<file path="src/rtl/regfile_arbiter_if.sv">
// Requester-side bus of regfile_arbiter: packed per-requester ops in, one-hot grant and read data out.
// The lock vector exists only when REGFILE_ARB_LOCK_EN is defined.
interface regfile_arbiter_if #(
    parameter int unsigned NREQ = 3
);
    logic [NREQ-1:0]   req;
    logic [NREQ-1:0]   we;
    logic [3*NREQ-1:0] src_a;
    logic [3*NREQ-1:0] src_b;
    logic [3*NREQ-1:0] dest;
    logic [8*NREQ-1:0] wdata;
`ifdef REGFILE_ARB_LOCK_EN
    logic [NREQ-1:0]   lock;
`endif
    logic [NREQ-1:0]   gnt;
    logic [7:0]        rdata_a;
    logic [7:0]        rdata_b;

`ifdef REGFILE_ARB_LOCK_EN
    modport master (output req, we, src_a, src_b, dest, wdata, lock,
                    input  gnt, rdata_a, rdata_b);
    modport slave  (input  req, we, src_a, src_b, dest, wdata, lock,
                    output gnt, rdata_a, rdata_b);
`else
    modport master (output req, we, src_a, src_b, dest, wdata,
                    input  gnt, rdata_a, rdata_b);
    modport slave  (input  req, we, src_a, src_b, dest, wdata,
                    output gnt, rdata_a, rdata_b);
`endif
endinterface

</file>
<file path="src/rtl/regfile_arbiter.sv">
// Round-robin arbiter sharing the 8x8 register file among NREQ requesters, one grant per cycle.
// Optional burst lock (lock port, lock_cnt) is built when REGFILE_ARB_LOCK_EN is defined.
module regfile_arbiter #(
    parameter int unsigned NREQ     = 3,
    parameter int unsigned MAX_LOCK = 4
) (
    input  logic             clk,
    input  logic             reset,
    regfile_arbiter_if.slave bus,
    output logic             rf_ld,
    output logic [2:0]       rf_src_a,
    output logic [2:0]       rf_src_b,
    output logic [2:0]       rf_dest,
    output logic [7:0]       rf_data_d,
    input  logic [7:0]       rf_data_a,
    input  logic [7:0]       rf_data_b
);
    localparam int unsigned PW = $clog2(NREQ);

    if (NREQ < 2 || NREQ > 4) begin : g_bad_nreq
        $error("regfile_arbiter: NREQ must be 2..4");
    end
    if (MAX_LOCK < 2 || MAX_LOCK > 15) begin : g_bad_max_lock
        $error("regfile_arbiter: MAX_LOCK must be 2..15");
    end

    // (base + off) mod NREQ for requester indices
    function automatic logic [PW-1:0] wrap_add(input logic [PW-1:0] base, input int unsigned off);
        int unsigned sum;
        sum = 32'(base) + off;
        if (sum >= NREQ) sum = sum - NREQ;
        return PW'(sum);
    endfunction

    logic [NREQ-1:0] gnt_q;
    logic [NREQ-1:0] gnt_d;
    logic [PW-1:0]   rr_ptr;
    logic [PW-1:0]   rr_d;
    logic [NREQ-1:0] eligible;
    logic [PW-1:0]   win;
    logic [PW-1:0]   idx;
    logic            found;

    // Round-robin search starting at rr_ptr; a requester holding the grant is skipped
    always_comb begin
        eligible = bus.req & ~gnt_q;
        found    = 1'b0;
        win      = '0;
        idx      = '0;
        for (int unsigned k = 0; k < NREQ; k++) begin
            idx = wrap_add(rr_ptr, k);
            if (!found && eligible[idx]) begin
                found = 1'b1;
                win   = idx;
            end
        end
    end

`ifdef REGFILE_ARB_LOCK_EN
    localparam int unsigned CW = 4;

    logic [CW-1:0] lock_cnt;
    logic [CW-1:0] cnt_d;
    logic [PW-1:0] gidx;

    always_comb begin
        gidx = '0;
        for (int unsigned i = 0; i < NREQ; i++) begin
            if (gnt_q[i]) gidx = PW'(i);
        end
    end

    // lock_cnt holds grants already given in the current burst, so the MAX_LOCK-th grant releases
    always_comb begin
        gnt_d = '0;
        rr_d  = rr_ptr;
        cnt_d = '0;
        if (found) begin
            gnt_d[win] = 1'b1;
            rr_d       = wrap_add(win, 1);
        end
        if ((|(gnt_q & bus.req & bus.lock)) && (32'(lock_cnt) + 32'd1 < MAX_LOCK)) begin
            gnt_d = gnt_q;
            rr_d  = wrap_add(gidx, 1);
            cnt_d = lock_cnt + CW'(1);
        end
    end

    always_ff @(posedge clk or negedge reset) begin
        if (!reset) begin
            gnt_q    <= '0;
            rr_ptr   <= '0;
            lock_cnt <= '0;
        end else begin
            gnt_q    <= gnt_d;
            rr_ptr   <= rr_d;
            lock_cnt <= cnt_d;
        end
    end
`else
    always_comb begin
        gnt_d = '0;
        rr_d  = rr_ptr;
        if (found) begin
            gnt_d[win] = 1'b1;
            rr_d       = wrap_add(win, 1);
        end
    end

    always_ff @(posedge clk or negedge reset) begin
        if (!reset) begin
            gnt_q  <= '0;
            rr_ptr <= '0;
        end else begin
            gnt_q  <= gnt_d;
            rr_ptr <= rr_d;
        end
    end
`endif

    assign bus.gnt = gnt_q;

    // Register file port steered from the granted requester; follows gnt_q so reset drops rf_ld at once
    always_comb begin
        rf_ld       = |(gnt_q & bus.we);
        rf_src_a    = '0;
        rf_src_b    = '0;
        rf_dest     = '0;
        rf_data_d   = '0;
        for (int unsigned i = 0; i < NREQ; i++) begin
            if (gnt_q[i]) begin
                rf_src_a  = bus.src_a[3*i +: 3];
                rf_src_b  = bus.src_b[3*i +: 3];
                rf_dest   = bus.dest[3*i +: 3];
                rf_data_d = bus.wdata[8*i +: 8];
            end
        end
        bus.rdata_a = (|gnt_q) ? rf_data_a : 8'h00;
        bus.rdata_b = (|gnt_q) ? rf_data_b : 8'h00;
    end
endmodule

</file>
<file path="src/flat_wrapper.sv">
// flat-port wrapper written by rule: the top's interface ports become plain ports
module regfile_arbiter_flat 
#(
    parameter int unsigned NREQ     = 3,
    parameter int unsigned MAX_LOCK = 4
)
  (clk, reset, rf_ld, rf_src_a, rf_src_b, rf_dest, rf_data_d, rf_data_a, rf_data_b, bus_req, bus_we, bus_src_a, bus_src_b, bus_dest, bus_wdata, bus_gnt, bus_rdata_a, bus_rdata_b);
  regfile_arbiter_if #(.NREQ(NREQ)) bus_i ();
  input  logic clk;
  input  logic reset;
  output logic rf_ld;
  output logic [2:0] rf_src_a;
  output logic [2:0] rf_src_b;
  output logic [2:0] rf_dest;
  output logic [7:0] rf_data_d;
  input  logic [7:0] rf_data_a;
  input  logic [7:0] rf_data_b;
  input wire logic [$bits(bus_i.req)-1:0] bus_req;
  input wire logic [$bits(bus_i.we)-1:0] bus_we;
  input wire logic [$bits(bus_i.src_a)-1:0] bus_src_a;
  input wire logic [$bits(bus_i.src_b)-1:0] bus_src_b;
  input wire logic [$bits(bus_i.dest)-1:0] bus_dest;
  input wire logic [$bits(bus_i.wdata)-1:0] bus_wdata;
  output wire logic [$bits(bus_i.gnt)-1:0] bus_gnt;
  output wire logic [$bits(bus_i.rdata_a)-1:0] bus_rdata_a;
  output wire logic [$bits(bus_i.rdata_b)-1:0] bus_rdata_b;
  assign bus_i.req = bus_req;
  assign bus_i.we = bus_we;
  assign bus_i.src_a = bus_src_a;
  assign bus_i.src_b = bus_src_b;
  assign bus_i.dest = bus_dest;
  assign bus_i.wdata = bus_wdata;
  assign bus_gnt = bus_i.gnt;
  assign bus_rdata_a = bus_i.rdata_a;
  assign bus_rdata_b = bus_i.rdata_b;
  regfile_arbiter #(.NREQ(NREQ), .MAX_LOCK(MAX_LOCK)) u_core (.clk(clk), .reset(reset), .bus(bus_i), .rf_ld(rf_ld), .rf_src_a(rf_src_a), .rf_src_b(rf_src_b), .rf_dest(rf_dest), .rf_data_d(rf_data_d), .rf_data_a(rf_data_a), .rf_data_b(rf_data_b));
endmodule
</file>
<file path="config.mk">
export PLATFORM = sky130hd
export DESIGN_NAME = regfile_arbiter_flat
export DESIGN_NICKNAME = d
export VERILOG_FILES = /design/src/rtl/regfile_arbiter_if.sv /design/src/rtl/regfile_arbiter.sv /design/src/flat_wrapper.sv
export SDC_FILE = /design/constraint.sdc
export NUM_CORES = 1
export LEC_CHECK = 0
export CAP_MARGIN = 15
export CORE_MARGIN = 2
export CORE_UTILIZATION = 27
export CTS_CLUSTER_SIZE = 28
export DETAILED_ROUTE_END_ITERATION = 10
export GPL_ROUTABILITY_DRIVEN = 0
export PLACE_DENSITY = 0.92
export SLEW_MARGIN = 20
export SYNTH_ARGS = -nofsm -noshare
export SYNTH_HDL_FRONTEND = slang
export SYNTH_SLANG_ARGS = --single-unit
</file>
<file path="constraint.sdc">
create_clock -name clk -period 5.1 [get_ports clk]
set_clock_uncertainty 0.2 [all_clocks]
set_input_delay 1.53 -clock clk [delete_from_list [all_inputs] [get_ports clk]]
set_output_delay 1.53 -clock clk [all_outputs]
set_load 0.01 [all_outputs]
</file>
After elaboration in Yosys (flattened, before gate mapping)
Index checks and enable logic that the tools add are counted.
{"block": "word_totals", "ramBits": 0, "latchBits": 0, "mem_bits_ro": 0, "mem_count": 0, "in_bits": 75, "output_inout_bits": 37, "register_bits": 5}
{"block": "classes", "add_sub_neg": 7, "multipliers": 0, "n_eq_ne": 0, "n_mux": 33, "bitwise": 3, "n_div": 0, "magnitude_cmp": 9, "shift": 0, "n_reduce_logical": 7}
{"op": "two-way mux 8 bit", "n": 5}
{"op": "two-way mux 3 bit", "n": 10}
{"op": "two-way mux 2 bit", "n": 7}
{"op": "less-than comparator 2 x 3 -> 1 bit (second input constant)", "n": 4}
{"op": "greater-or-equal comparator 3 x 2 -> 1 bit (second input constant)", "n": 3}
{"op": "subtractor 2 bit (second input constant)", "n": 4}
{"op": "two-way mux 1 bit", "n": 7}
{"op": "adder 2 x 1 -> 3 bit (second input constant)", "n": 2}
{"op": "bitwise AND 3 bit", "n": 2}
{"op": "binary-select mux 1 bit (select 2 bit)", "n": 3}
{"op": "OR reduction 3 bit", "n": 2}
{"op": "adder 2 x 2 -> 3 bit (second input constant)", "n": 1}
{"op": "logical AND 1 bit", "n": 3}
{"op": "NOT 3 bit", "n": 1}
{"op": "demux 1 bit (select 2 bit)", "n": 1}
{"op": "greater-or-equal comparator 2 x 1 -> 1 bit (second input constant)", "n": 1}
{"op": "greater-or-equal comparator 2 bit (second input constant)", "n": 1}
{"op": "zero test 1 bit", "n": 2}

Depth between registers and ports, before layout
{"block": "depth", "ltp_word": 16, "depth_mapped": 10, "mapped_depth_nobuf": 9}

Least setup slack after synthesis
Ideal clock, no wire load.
{"block": "synth_timing", "path_kind": "input to output", "start": "input bus_we[0]", "end": "output rf_ld", "t_arrival_ns": 1.940, "setup_slack_ns": 1.430, "path_stages": 2, "path_cell_list": "a222oi_1 inv_1"}
{"block": "synth_via", "elab_chain_cells": 2}
{"item": "start: declaration", "line_no": "flat_wrapper.sv:19", "text": "input wire logic [$bits(bus_i.we)-1:0] bus_we;"}
{"item": "bitwise AND 3 bit", "line_no": "regfile_arbiter.sv:125", "text": "rf_ld = |(gnt_q & bus.we);"}
{"item": "OR reduction 3 bit", "line_no": "regfile_arbiter.sv:125"}
{"item": "end: declaration", "line_no": "flat_wrapper.sv:11", "text": "output logic rf_ld;"}
No other way between the ends.

Worst setup path after layout
{"block": "layout_timing", "start": "input bus_wdata[10]", "end": "output rf_data_d[2]"}
{"block": "layout_via", "elab_chain_cells": 2}
{"item": "start: declaration", "line_no": "flat_wrapper.sv:23", "text": "input wire logic [$bits(bus_i.wdata)-1:0] bus_wdata;"}
{"item": "two-way mux 8 bit (2 in series)", "line_no": "regfile_arbiter.sv:131", "text": "if (gnt_q[i]) begin"}
{"item": "end: declaration", "line_no": "flat_wrapper.sv:15", "text": "output logic [7:0] rf_data_d;"}
No other way between the ends.

==> results.md <==
* Status: completed
* Worst reg2reg endpoint: u_core.rr_ptr[1]
* Top Ports at 112
* GRT Residual Overflow at 0
* Placed Instances at 271
* Vias per cell at 4.67
* Slew Limit Fails at 0
* Worst-Margin Slew at 0.747 ns
* Setup CP Type: primary input to primary output
* Placed Area at 0.00200 mm^2
* Via count at 1,285
* Syn Std Cell Area at 856 um^2
* Grt met2 use at 34.0%
* Vias in the first global route at 1,103
* WP buf/inv at 2
* Die W at 60.3 um
* Worst hold path class: flop to flop
* Routed Antenna Nets at 0
* Starting DRT DRC Count at 64
* Fin crit period at 4.58 ns
* Antenna violations before repair at 0
* Pwr dens at 480 mW/mm^2
* Cts repair resizes at 0
* TritonCTS clock tree: done
* Crit-path slowest cell: clkdlybuf4s50_1
* CTS Sinks at 5
* Period utilisation layout at 89.8%
* Worst skew pair latency at 0.25 ns
* Routed len/inst at 12.9 um
* Post-synthesis compound-gate area fraction at 34.5%
* Clock transition at path regs at 0.05 ns
* Worst Path Required at 3.37 ns
* Die area at 0.00364 mm^2
* Fmax at 218 MHz
* Top_reg_cell synth: dfrtp_1
* CTS Buffer Depth at 2
* Cell mode on critical path: clkdlybuf4s50_1
* FFs w/ async S/R, synth at 100%
* Mux cell area share after synthesis at 4.09%
* Core Rows at 20
* Worst vdd ir at 285 uV
* Largest family of logic cells by synthesized area: compound AO/OA/AOI/OAI gates
* # DRC at 0
* Ys Warns at 0
* H-tree depth at 1
* Final Instance Area at 0.00202 mm^2
* Cell variety after synth at 27
* CTS buffer count at 3
* Synth-to-Final Area Change at 136%
* Chip height at 60.3 um
* Non-filler cells, final at 275
* Startpoint Class: primary input
* Final hold vios at 0
* RSZ-0062 raised after global routing: false
* Post-DP HPWL at 2880 um
* M3 GR Usage at 5.19%
* Crit-path cells: clkdlybuf4s50_1 > a22oi_1 > o21ai_0 > clkdlybuf4s50_1
* Worst setup EP type: primary output
* Antenna cell count at 0
* Total length of routed wires at 3550 um
* Critical Path AT at 2.85 ns
* FF-to-FF path depth at 6
* First-pass GRT wire length at 5150 um
* Total Power at 0.000970 W
* Max_cap viols at 0
* Fill cell count at 266
* Post-synth EDFFs at 0
* Worst hold path startpoint: u_core.rr_ptr[0]
* Max FO, Critical Path at 1
* Max_slew headroom at 50.2%
* Clk Tree Root Cell: clkbuf_4
* Simple-gate area share of the yosys netlist at 30.6%
* Leak at 0.781 nW
* PortBufs at 111
* Layout cells sized above 1 at 3.46%
* Synth Area in XOR/XNOR at 0%
* GRT Total Usage at 18.5%
* Setup Fix Bufs, Post-CTS at 0
* Drt first pass iters at 4
* Hold EP: u_core.rr_ptr[0]
* Top delay family on crit path: buffers and inverters
* Nets at 313
* Cells after Synth at 123
* Hold_buf cts at 0
* Register area share after synthesis at 14.6%
* Syn_area_per_cell at 6.96 um^2
* Largest net degree at the start of global routing at 31
* Post-synth net total at 204
* Core area at 0.00303 mm^2
* Max stage delay on crit path at 0.56 ns
* Reg2reg start: u_core.bus.gnt[1]
* Grt met1 use at 20.7%
* GRT busiest layer: met2
* Starting density of the core at 28.3%
* Finish-stage setup viols at 0
* Worst reg2reg setup slack at 2.51 ns
* #FFs+latches synth at 5
* Fin Setup TNS at 0 ns
* Worst hold path depth at 2
* Final hold slack at 0.409 ns
* Post-synthesis adder-cell area fraction at 8.77%
==> metal layers <==
layer,up-vias,part of all wire (%)
met5,-,0
met4,0,1.4
met3,6,8.0
met2,44,52
met1,580,38
li1,655,-
==> power breakdown <==
| part | total (W) | internal, W | switching [W] |
|---|---|---|---|
| clock | 0.0000474 | 0.0000297 | 0.0000177 |
| sequential | 0.0000929 | 0.0000578 | 0.0000351 |
| combinational | 0.000829 | 0.000462 | 0.000368 |
==> synth_stat cells, types with 2 or more instances <==
cell | n | share of area [%]
nor2b_1 | 19 | 14
nand2_1 | 21 | 9.2
dfrtp_1 | 5 | 15
o21ai_0 | 20 | 12
mux2i_1 | 2 | 2.3
inv_1 | 4 | 1.8
nor3b_1 | 2 | 1.8
clkbuf_1 | 7 | 3.1
a22oi_1 | 17 | 15
and2_1 | 4 | 2.9
ha_1 | 6 | 8.8
==> worst max-delay path by stage <==
| stage | startpoint | to | slack (ns) | cells after the start |
|---|---|---|---|---|
| 3_3_place_gp | bus_src_a[3] | rf_src_a[0] | 0.56 | 4 |
| 5_1_grt | bus_src_b[4] | rf_src_b[1] | 0.46 | 4 |
| 2_1_floorplan | bus_we[0] | rf_ld | 1.43 | 2 |
| 6_report | bus_wdata[10] | rf_data_d[2] | 0.52 | 4 |
| 3_5_place_dp | bus_wdata[10] | rf_data_d[2] | 0.53 | 4 |
| 4_1_cts | bus_wdata[10] | rf_data_d[2] | 0.54 | 4 |
==> layout by cell type, fill, tap and decap left out, drive strengths merged <==
cell type	instances
dfrtp	5
a221o	1
nand2b	1
nand2	21
o32ai	1
clkbuf	4
mux2	1
o31ai	1
a21oi	1
nor2b	20
a211o	1
o211a	1
a222oi	1
ha	6
mux2i	2
nor3b	2
and2	4
nor3	1
o21ai	20
nor2	1
inv	4
clkdlybuf4s50	111
buf	3
o21a	1
a22oi	17
==> worst reg2reg max path, stage by stage, from the launching register on <==
cell	delay, ns
dfrtp_1	0.82
nor2b_1	0.24
a211o_1	0.34
o31ai_1	0.27
nand2_1	0.13
ha_1	0.21
mux2_4	0.25
==> layout make-up <==
cell class / instances / area, um^2 / area share (%)
clock buffer: 4 / 26.3 / 1.30
timing repair buffer: 114 / 1130 / 56.1
inverter: 4 / 15.0 / 0.743
multi-input combinational: 104 / 667 / 33.0
tap: 44 / 55.1 / 2.72
sequential: 5 / 125 / 6.19
==> logic make-up (layout without fill, tap and decap cells) <==
family | after synthesis | after routing
flops | 5 | 5
mux | 3 | 3
simple gates | 50 | 50
buf+inv | 14 | 122
fa+ha+maj | 6 | 6
compound gates | 45 | 45
==> sequential cells by signal (all words and copies together) (netlist names) <==
register        count
u_core.bus.gnt      3
u_core.rr_ptr       2
==> through the flow <==
| stage | setup WS [ns] | util (%) |
|---|---|---|
| final | 0.519 | 66.8 |
| after global routing | 0.465 | 66.8 |
| after CTS | 0.541 | 66.8 |
| after detailed placement | 0.532 | 65.9 |
| after global placement | 0.563 | 65.9 |
| after floorplan | 1.43 | - |
(Power assumes the default switching activity.)
